File: src/rtl/chick_pkg.sv
// Shared types and constants for the Chicken Cha-Cha-Cha turn sequencer.
// Latency: n/a (declarations only).
// Backpressure: n/a.
package chick_pkg;

  // Encoding is visible on the display port, so values are fixed.
  typedef enum logic [2:0] {
    ST_IDLE    = 3'd0,
    ST_SELECT  = 3'd1,
    ST_REQ     = 3'd2,
    ST_CMP     = 3'd3,
    ST_MOVE    = 3'd4,
    ST_PASS    = 3'd5,
    ST_RELEASE = 3'd6,
    ST_WIN     = 3'd7
  } state_e;

  localparam logic [3:0] KEY_NONE  = 4'hF;
  localparam int         NUM_CARDS = 15;

  // Starting tile of player p: chicks are spread evenly round the track.
  function automatic int home_tile(input int p, input int num_players, input int track_len);
    return p * (track_len / num_players);
  endfunction

endpackage

File: src/rtl/chick_target_finder.sv
// Finds the first tile ahead of the current chick not held by another chick.
// Latency: purely combinational.
// Backpressure: none; output follows the position vector every cycle.
module chick_target_finder #(
  parameter  int NUM_PLAYERS = 4,
  parameter  int TRACK_LEN   = 16,
  localparam int TW          = $clog2(TRACK_LEN),
  localparam int PW          = $clog2(NUM_PLAYERS),
  localparam int DW          = $clog2(NUM_PLAYERS + 1)
) (
  input  logic [NUM_PLAYERS*TW-1:0] pos,
  input  logic [PW-1:0]             cur_player,
  output logic [TW-1:0]             target,
  output logic [DW-1:0]             distance
);

  logic [TW-1:0] cur_pos;
  logic [TW-1:0] cand;
  logic          occupied;
  logic          found;

  // Walk forward one tile at a time; at most NUM_PLAYERS-1 tiles can be blocked.
  always_comb begin
    cur_pos  = pos[int'(cur_player)*TW +: TW];
    target   = cur_pos + TW'(1);
    distance = DW'(1);
    cand     = '0;
    occupied = 1'b0;
    found    = 1'b0;
    for (int d = 1; d <= NUM_PLAYERS; d++) begin
      cand     = cur_pos + TW'(d);
      occupied = 1'b0;
      for (int p = 0; p < NUM_PLAYERS; p++) begin
        if ((PW'(p) != cur_player) && (pos[p*TW +: TW] == cand)) occupied = 1'b1;
      end
      if (!found && !occupied) begin
        target   = cand;
        distance = DW'(d);
        found    = 1'b1;
      end
    end
  end

endmodule

File: src/rtl/chick_turn_ctrl.sv
// Turn sequencer: card reveal, tile compare, chick moves, round-robin turns, winner.
// Latency: key to card_req 1 cycle; ack to CMP 1 cycle; CMP and MOVE 1 cycle each.
// Backpressure: card_req is held in REQ until card_ack; RELEASE stalls until the key is let go.
module chick_turn_ctrl
  import chick_pkg::*;
#(
  parameter  int NUM_PLAYERS = 4,
  parameter  int TRACK_LEN   = 16,
  parameter  int TIMEOUT_CYC = 500_000_000,
  localparam int TW          = $clog2(TRACK_LEN),
  localparam int PW          = $clog2(NUM_PLAYERS)
) (
  input  logic                      clk,
  input  logic                      rst,
  input  logic                      start,
  input  logic [3:0]                key,
  output logic                      card_req,
  output logic [3:0]                card_idx,
  input  logic                      card_ack,
  input  logic [3:0]                card_face,
  output logic [TW-1:0]             track_idx,
  input  logic [3:0]                track_face,
  output logic                      hide,
  output logic [PW-1:0]             cur_player,
  output logic [NUM_PLAYERS*TW-1:0] pos,
  output logic                      win,
  output logic [PW-1:0]             winner,
  output logic [2:0]                state
);

  localparam int DW  = $clog2(NUM_PLAYERS + 1);
  localparam int TMW = $clog2(TIMEOUT_CYC + 1);

  state_e                 state_q, state_d;
  logic [TW-1:0]          pos_q   [NUM_PLAYERS];
  logic [TW-1:0]          pos_d   [NUM_PLAYERS];
  logic [TW:0]            steps_q [NUM_PLAYERS];
  logic [TW:0]            steps_d [NUM_PLAYERS];
  logic [PW-1:0]          cur_q, cur_d, winner_q, winner_d;
  logic [NUM_CARDS-1:0]   mask_q, mask_d;
  logic [TMW-1:0]         timer_q, timer_d;
  logic [3:0]             card_idx_q, card_idx_d, face_q, face_d;
  logic [TW-1:0]          track_idx_q, track_idx_d;
  logic [DW-1:0]          dist_q, dist_d;
  logic                   start_q, start_d;
  logic                   start_rise;
  logic [TW+1:0]          step_sum;
  logic [TW-1:0]          fnd_target;
  logic [DW-1:0]          fnd_dist;

  // Flatten positions for the output port and the finder.
  always_comb begin
    pos = '0;
    for (int p = 0; p < NUM_PLAYERS; p++) pos[p*TW +: TW] = pos_q[p];
  end

  chick_target_finder #(
    .NUM_PLAYERS (NUM_PLAYERS),
    .TRACK_LEN   (TRACK_LEN)
  ) u_finder (
    .pos        (pos),
    .cur_player (cur_q),
    .target     (fnd_target),
    .distance   (fnd_dist)
  );

  // Next-state and datapath updates for the turn FSM.
  always_comb begin
    state_d     = state_q;
    pos_d       = pos_q;
    steps_d     = steps_q;
    cur_d       = cur_q;
    winner_d    = winner_q;
    mask_d      = mask_q;
    timer_d     = timer_q;
    card_idx_d  = card_idx_q;
    face_d      = face_q;
    track_idx_d = track_idx_q;
    dist_d      = dist_q;
    start_d     = start;
    start_rise  = start & ~start_q;
    step_sum    = {1'b0, steps_q[cur_q]} + (TW+2)'(dist_q);

    unique case (state_q)
      ST_IDLE: begin
        for (int p = 0; p < NUM_PLAYERS; p++) begin
          pos_d[p]   = TW'(home_tile(p, NUM_PLAYERS, TRACK_LEN));
          steps_d[p] = '0;
        end
        cur_d    = '0;
        winner_d = '0;
        mask_d   = '0;
        timer_d  = '0;
        if (start_rise) state_d = ST_SELECT;
      end
      ST_SELECT: begin
        timer_d = timer_q + TMW'(1);
        // A fresh key beats a timeout expiring on the same cycle.
        if ((key != KEY_NONE) && !mask_q[key]) begin
          card_idx_d  = key;
          mask_d[key] = 1'b1;
          timer_d     = '0;
          state_d     = ST_REQ;
        end else if ((timer_q == TMW'(TIMEOUT_CYC - 1)) || (&mask_q)) begin
          state_d = ST_PASS;
        end
      end
      ST_REQ: begin
        // Positions are stable until MOVE, so the target can be captured here.
        if (card_ack) begin
          face_d      = card_face;
          track_idx_d = fnd_target;
          dist_d      = fnd_dist;
          state_d     = ST_CMP;
        end
      end
      ST_CMP: begin
        state_d = (face_q == track_face) ? ST_MOVE : ST_PASS;
      end
      ST_MOVE: begin
        pos_d[cur_q] = track_idx_q;
        if (step_sum >= (TW+2)'(TRACK_LEN)) begin
          steps_d[cur_q] = (TW+1)'(TRACK_LEN);
          winner_d       = cur_q;
          state_d        = ST_WIN;
        end else begin
          steps_d[cur_q] = step_sum[TW:0];
          state_d        = ST_RELEASE;
        end
      end
      ST_PASS: begin
        mask_d  = '0;
        timer_d = '0;
        cur_d   = (cur_q == PW'(NUM_PLAYERS - 1)) ? '0 : cur_q + PW'(1);
        state_d = ST_RELEASE;
      end
      ST_RELEASE: begin
        if (key == KEY_NONE) state_d = ST_SELECT;
      end
      ST_WIN: begin
        if (start_rise) state_d = ST_IDLE;
      end
      default: state_d = ST_IDLE;
    endcase
  end

  // State registers; reset drops any pending request immediately.
  always_ff @(posedge clk or negedge rst) begin
    if (!rst) begin
      state_q     <= ST_IDLE;
      for (int p = 0; p < NUM_PLAYERS; p++) begin
        pos_q[p]   <= TW'(home_tile(p, NUM_PLAYERS, TRACK_LEN));
        steps_q[p] <= '0;
      end
      cur_q       <= '0;
      winner_q    <= '0;
      mask_q      <= '0;
      timer_q     <= '0;
      card_idx_q  <= '0;
      face_q      <= '0;
      track_idx_q <= '0;
      dist_q      <= '0;
      start_q     <= 1'b0;
    end else begin
      state_q     <= state_d;
      pos_q       <= pos_d;
      steps_q     <= steps_d;
      cur_q       <= cur_d;
      winner_q    <= winner_d;
      mask_q      <= mask_d;
      timer_q     <= timer_d;
      card_idx_q  <= card_idx_d;
      face_q      <= face_d;
      track_idx_q <= track_idx_d;
      dist_q      <= dist_d;
      start_q     <= start_d;
    end
  end

  assign card_req   = (state_q == ST_REQ);
  assign hide       = (state_q == ST_PASS);
  assign win        = (state_q == ST_WIN);
  assign card_idx   = card_idx_q;
  assign track_idx  = track_idx_q;
  assign cur_player = cur_q;
  assign winner     = winner_q;
  assign state      = state_q;

endmodule
File: config.mk
export PLATFORM = sky130hd
export DESIGN_NAME = chick_turn_ctrl
export DESIGN_NICKNAME = d
export VERILOG_FILES = /design/src/rtl/chick_pkg.sv /design/src/rtl/chick_target_finder.sv /design/src/rtl/chick_turn_ctrl.sv
export SDC_FILE = /design/constraint.sdc
export NUM_CORES = 1
export LEC_CHECK = 0
export ABC_AREA = 1
export BUFFER_PORTS_ARGS = -buffer_cell sky130_fd_sc_hd__buf_2
export CELL_PAD_IN_SITES_DETAIL_PLACEMENT = 1
export CELL_PAD_IN_SITES_GLOBAL_PLACEMENT = 1
export CORE_UTILIZATION = 49
export DETAILED_ROUTE_END_ITERATION = 7
export PLACE_DENSITY_LB_ADDON = 0.3
export SLEW_MARGIN = 20
export SYNTH_ARGS = -nofsm -noshare
export SYNTH_HDL_FRONTEND = slang
export SYNTH_SLANG_ARGS = --single-unit
File: constraint.sdc
create_clock -name clk -period 5.8 [get_ports clk]
set_clock_uncertainty 0.05 [all_clocks]
set_input_delay 0.58 -clock clk [delete_from_list [all_inputs] [get_ports clk]]
set_output_delay 0.58 -clock clk [all_outputs]
set_load 0.01 [all_outputs]
==> flow_metrics.tcl <==
set metrics [dict create \
    status "completed" \
    async_reset_ff_share_pct 100 \
    insertion_delay_ns 0.36 \
    ios 50 \
    relSlewSlack_pct 42.2 \
    detail_route.wl_per_cell_um 19.7 \
    num_vias 7118 \
    p_per_area_nw_per_um2 572 \
    post-route-period-util_pct 58.2 \
    via_per_inst 5.92 \
    ys_top_cells_by_area "dfrtp_1 (34%), nand2_1 (12%), nand3_1 (6.3%)" \
    hold_violations 0 \
    synthToLayoutAreaGrowth_pct 9.12 \
    grt_overflow 0 \
    drive_gt1_share_pct 16.0 \
    synth-seq-cells 103 \
    synth_nets 1008 \
    routed_wl_mm 23.7 \
    setup_viol 0 \
    grt_pass1_vias 7128 \
    critical_path_required_ns 5.99 \
    regToRegSetupSlack_ns 2.42 \
    post-cts-setup-buffers 0 \
    track_usage_pct 33.0 \
    p_leak_nw 3.75 \
    synthesis.area_sq_um 7190 \
    rsz0062_at_grt "false" \
    fin_ws_ns 2.42 \
    r2r-end "steps_q[7]" \
    cp_max_fo 17 \
    regArea_sq_um 2580 \
    preCtsSetupSlack_ns 2.51 \
    crit_type "flop to flop" \
    nFillCells 1892 \
    multi_input_area_sq_um 3990 \
    ys_types 50 \
    ys_seq_area_share_pct 35.9 \
    start_util_pct 51.0 \
    die_area_sq_um 15200 \
    clk_pin_slew_worst_paths_ns 0.08 \
    cts.repair.resized 0 \
    portBuffers 49 \
    antenna_found_initial 0 \
    grt_pass1_wl_mm 37.8 \
    antenna_cells 0 \
    first_iter_violations 433 \
    p_total_mw 4.49 \
    dp_hpwl_mm 17.5 \
    hold_path_class "input port to asynchronous set/reset pin" \
    cts_buffer_depth 2 \
    endpoint_kind "flop" \
    grt_max_degree 65 \
    max_freq_mhz 296 \
    place_congestion 0.980 \
    ctsHoldBuffers 0 \
    synth_flop_cell "dfrtp_1" \
    drc 0 \
    cp.arrival_ns 3.57 \
    fp.dieH_um 123 \
    dieWidth_um 123 \
    tightest_slew_ns 0.865 \
    synth.avg_cell_area_sq_um 7.35 \
    layout_min_cycle_time_ns 3.38 \
    root_buffer "clkbuf_16" \
    post-synth-top-count-cell "nand2_1" \
    ctsHtreeMaxLevel 3 \
    yosysWarnings 0 \
    synth_top_area_share_pct 34.5 \
    cap_violations 0 \
    finish.net_count 1048 \
    core_sq_um 14100 \
    fin_tns_setup_ns 0 \
    synth-edff-count 0 \
    tritoncts "yes" \
    vdd.ir_drop.worst_v 0.000213 \
    slew_violations 0 \
    rr_worst_depth 17 \
    cts.sinks 103 \
    reg2reg_from "cur_player[1]" \
    critPathLaunchType "flop" \
    cts_buffers 9 \
    yosys-top-cells-count "nand2_1 (221), inv_1 (112), dfrtp_1 (99)" \
    drtPass1Iterations 5 \
    syn_inst 978 \
    ant_nets 0 \
    yosysTopAreaCell "dfrtp_1" \
    rows 43 \
]
## flip-flops by register name, indices dropped and copies added, names as in the netlist
register / flops
timer_q: 29
steps_q: 20
pos: 16
mask_q: 15
card_idx: 4
face_q: 4
track_idx: 4
dist_q: 3
state: 3
cur_player: 2
winner: 2
start_q: 1
## per-stage QoR
step,utilization (%),hold slack [ns],std cells,area (sq um)
2_1_floorplan,-,0.234,978,7190
4_1_cts,55.7,0.150,1203,7850
5_1_grt,55.7,0.188,1203,7850
3_5_place_dp,53.5,0.430,1187,7540
3_3_place_gp,53.5,0.415,1187,7540
6_report,55.7,0.137,1203,7850
## routing by layer
metal	wire length [um]	up-vias	GRT usage, %
li1	-	3320	-
met1	10100	3532	42.7
met2	11600	211	55.8
met3	1200	55	4.80
met4	768	0	12.7
met5	0	-	0
## critical path, stage by stage (launching register included)
cell	delay, ns
dfrtp_1	0.62
inv_6	0.30
o21ai_0	0.13
o22ai_1	0.14
ha_1	0.20
inv_1	0.06
fa_1	0.40
nor2_1	0.13
o21ai_1	0.09
nor2_1	0.11
nand2_1	0.07
nand2_2	0.17
nor2_4	0.11
inv_2	0.11
nand2_4	0.07
nor2_2	0.27
nand2_1	0.11
o311ai_1	0.11
## report_power, final
part	switching [mW]	leakage, nW	internal [mW]
Combinational	1.94	2.22	0.826
Clock	0.288	0.145	0.349
Sequential	0.206	1.39	0.879
Total	2.43	3.75	2.05
## how the worst max path moves through the flow
| stage | from | endpoint | slack [ns] | cells after the start |
|---|---|---|---|---|
| 2_1_floorplan | cur_player[0] | steps_q[0] | 2.88 | 19 |
| 3_3_place_gp | cur_player[1] | steps_q[3] | 2.67 | 17 |
| 3_5_place_dp | cur_player[1] | steps_q[7] | 2.51 | 17 |
| 4_1_cts | cur_player[1] | steps_q[7] | 2.42 | 17 |
| 5_1_grt | cur_player[1] | steps_q[3] | 2.11 | 17 |
| 6_report | cur_player[1] | steps_q[7] | 2.42 | 17 |
## area by class of cell
class	instances	share of cell area (%)
multi-input cells	727	50.8
flip-flops and latches	103	32.9
inverters	125	6.08
repair buffers	52	3.44
clock buffers	10	3.05
well taps	180	2.87
clock inverters	6	0.861
## cells in the final DEF, fill, tap and decap left out, types with 4 or more instances in the layout
master	count
nand2_1	221
buf_2	48
buf_4	4
nand3_4	6
nand2_4	18
dfrtp_1	99
nor4_1	6
nand3_1	91
nand3_2	5
o22ai_1	28
xor2_1	23
ha_1	13
nor3_2	4
clkbuf_16	9
o21ai_0	67
inv_2	9
inv_1	112
o311ai_0	6
o21ai_1	8
a21oi_1	37
nor2_2	9
nor2_1	88
o211ai_1	6
nand4_1	18
dfstp_2	4
nor3_1	9
nand2_2	31
## cell families (layout without fill, tap and decap cells)
kind of cell	count (synthesis)	in the layout	synth area share [%]
flops	103	103	35.9
compound gates	170	170	13.7
xor+xnor	26	26	3.17
fa+ha+maj	14	14	2.54
buf+inv	148	193	8.67
simple gates	517	517	36.1
No activity file was read; power rests on OpenSTA's default activity.
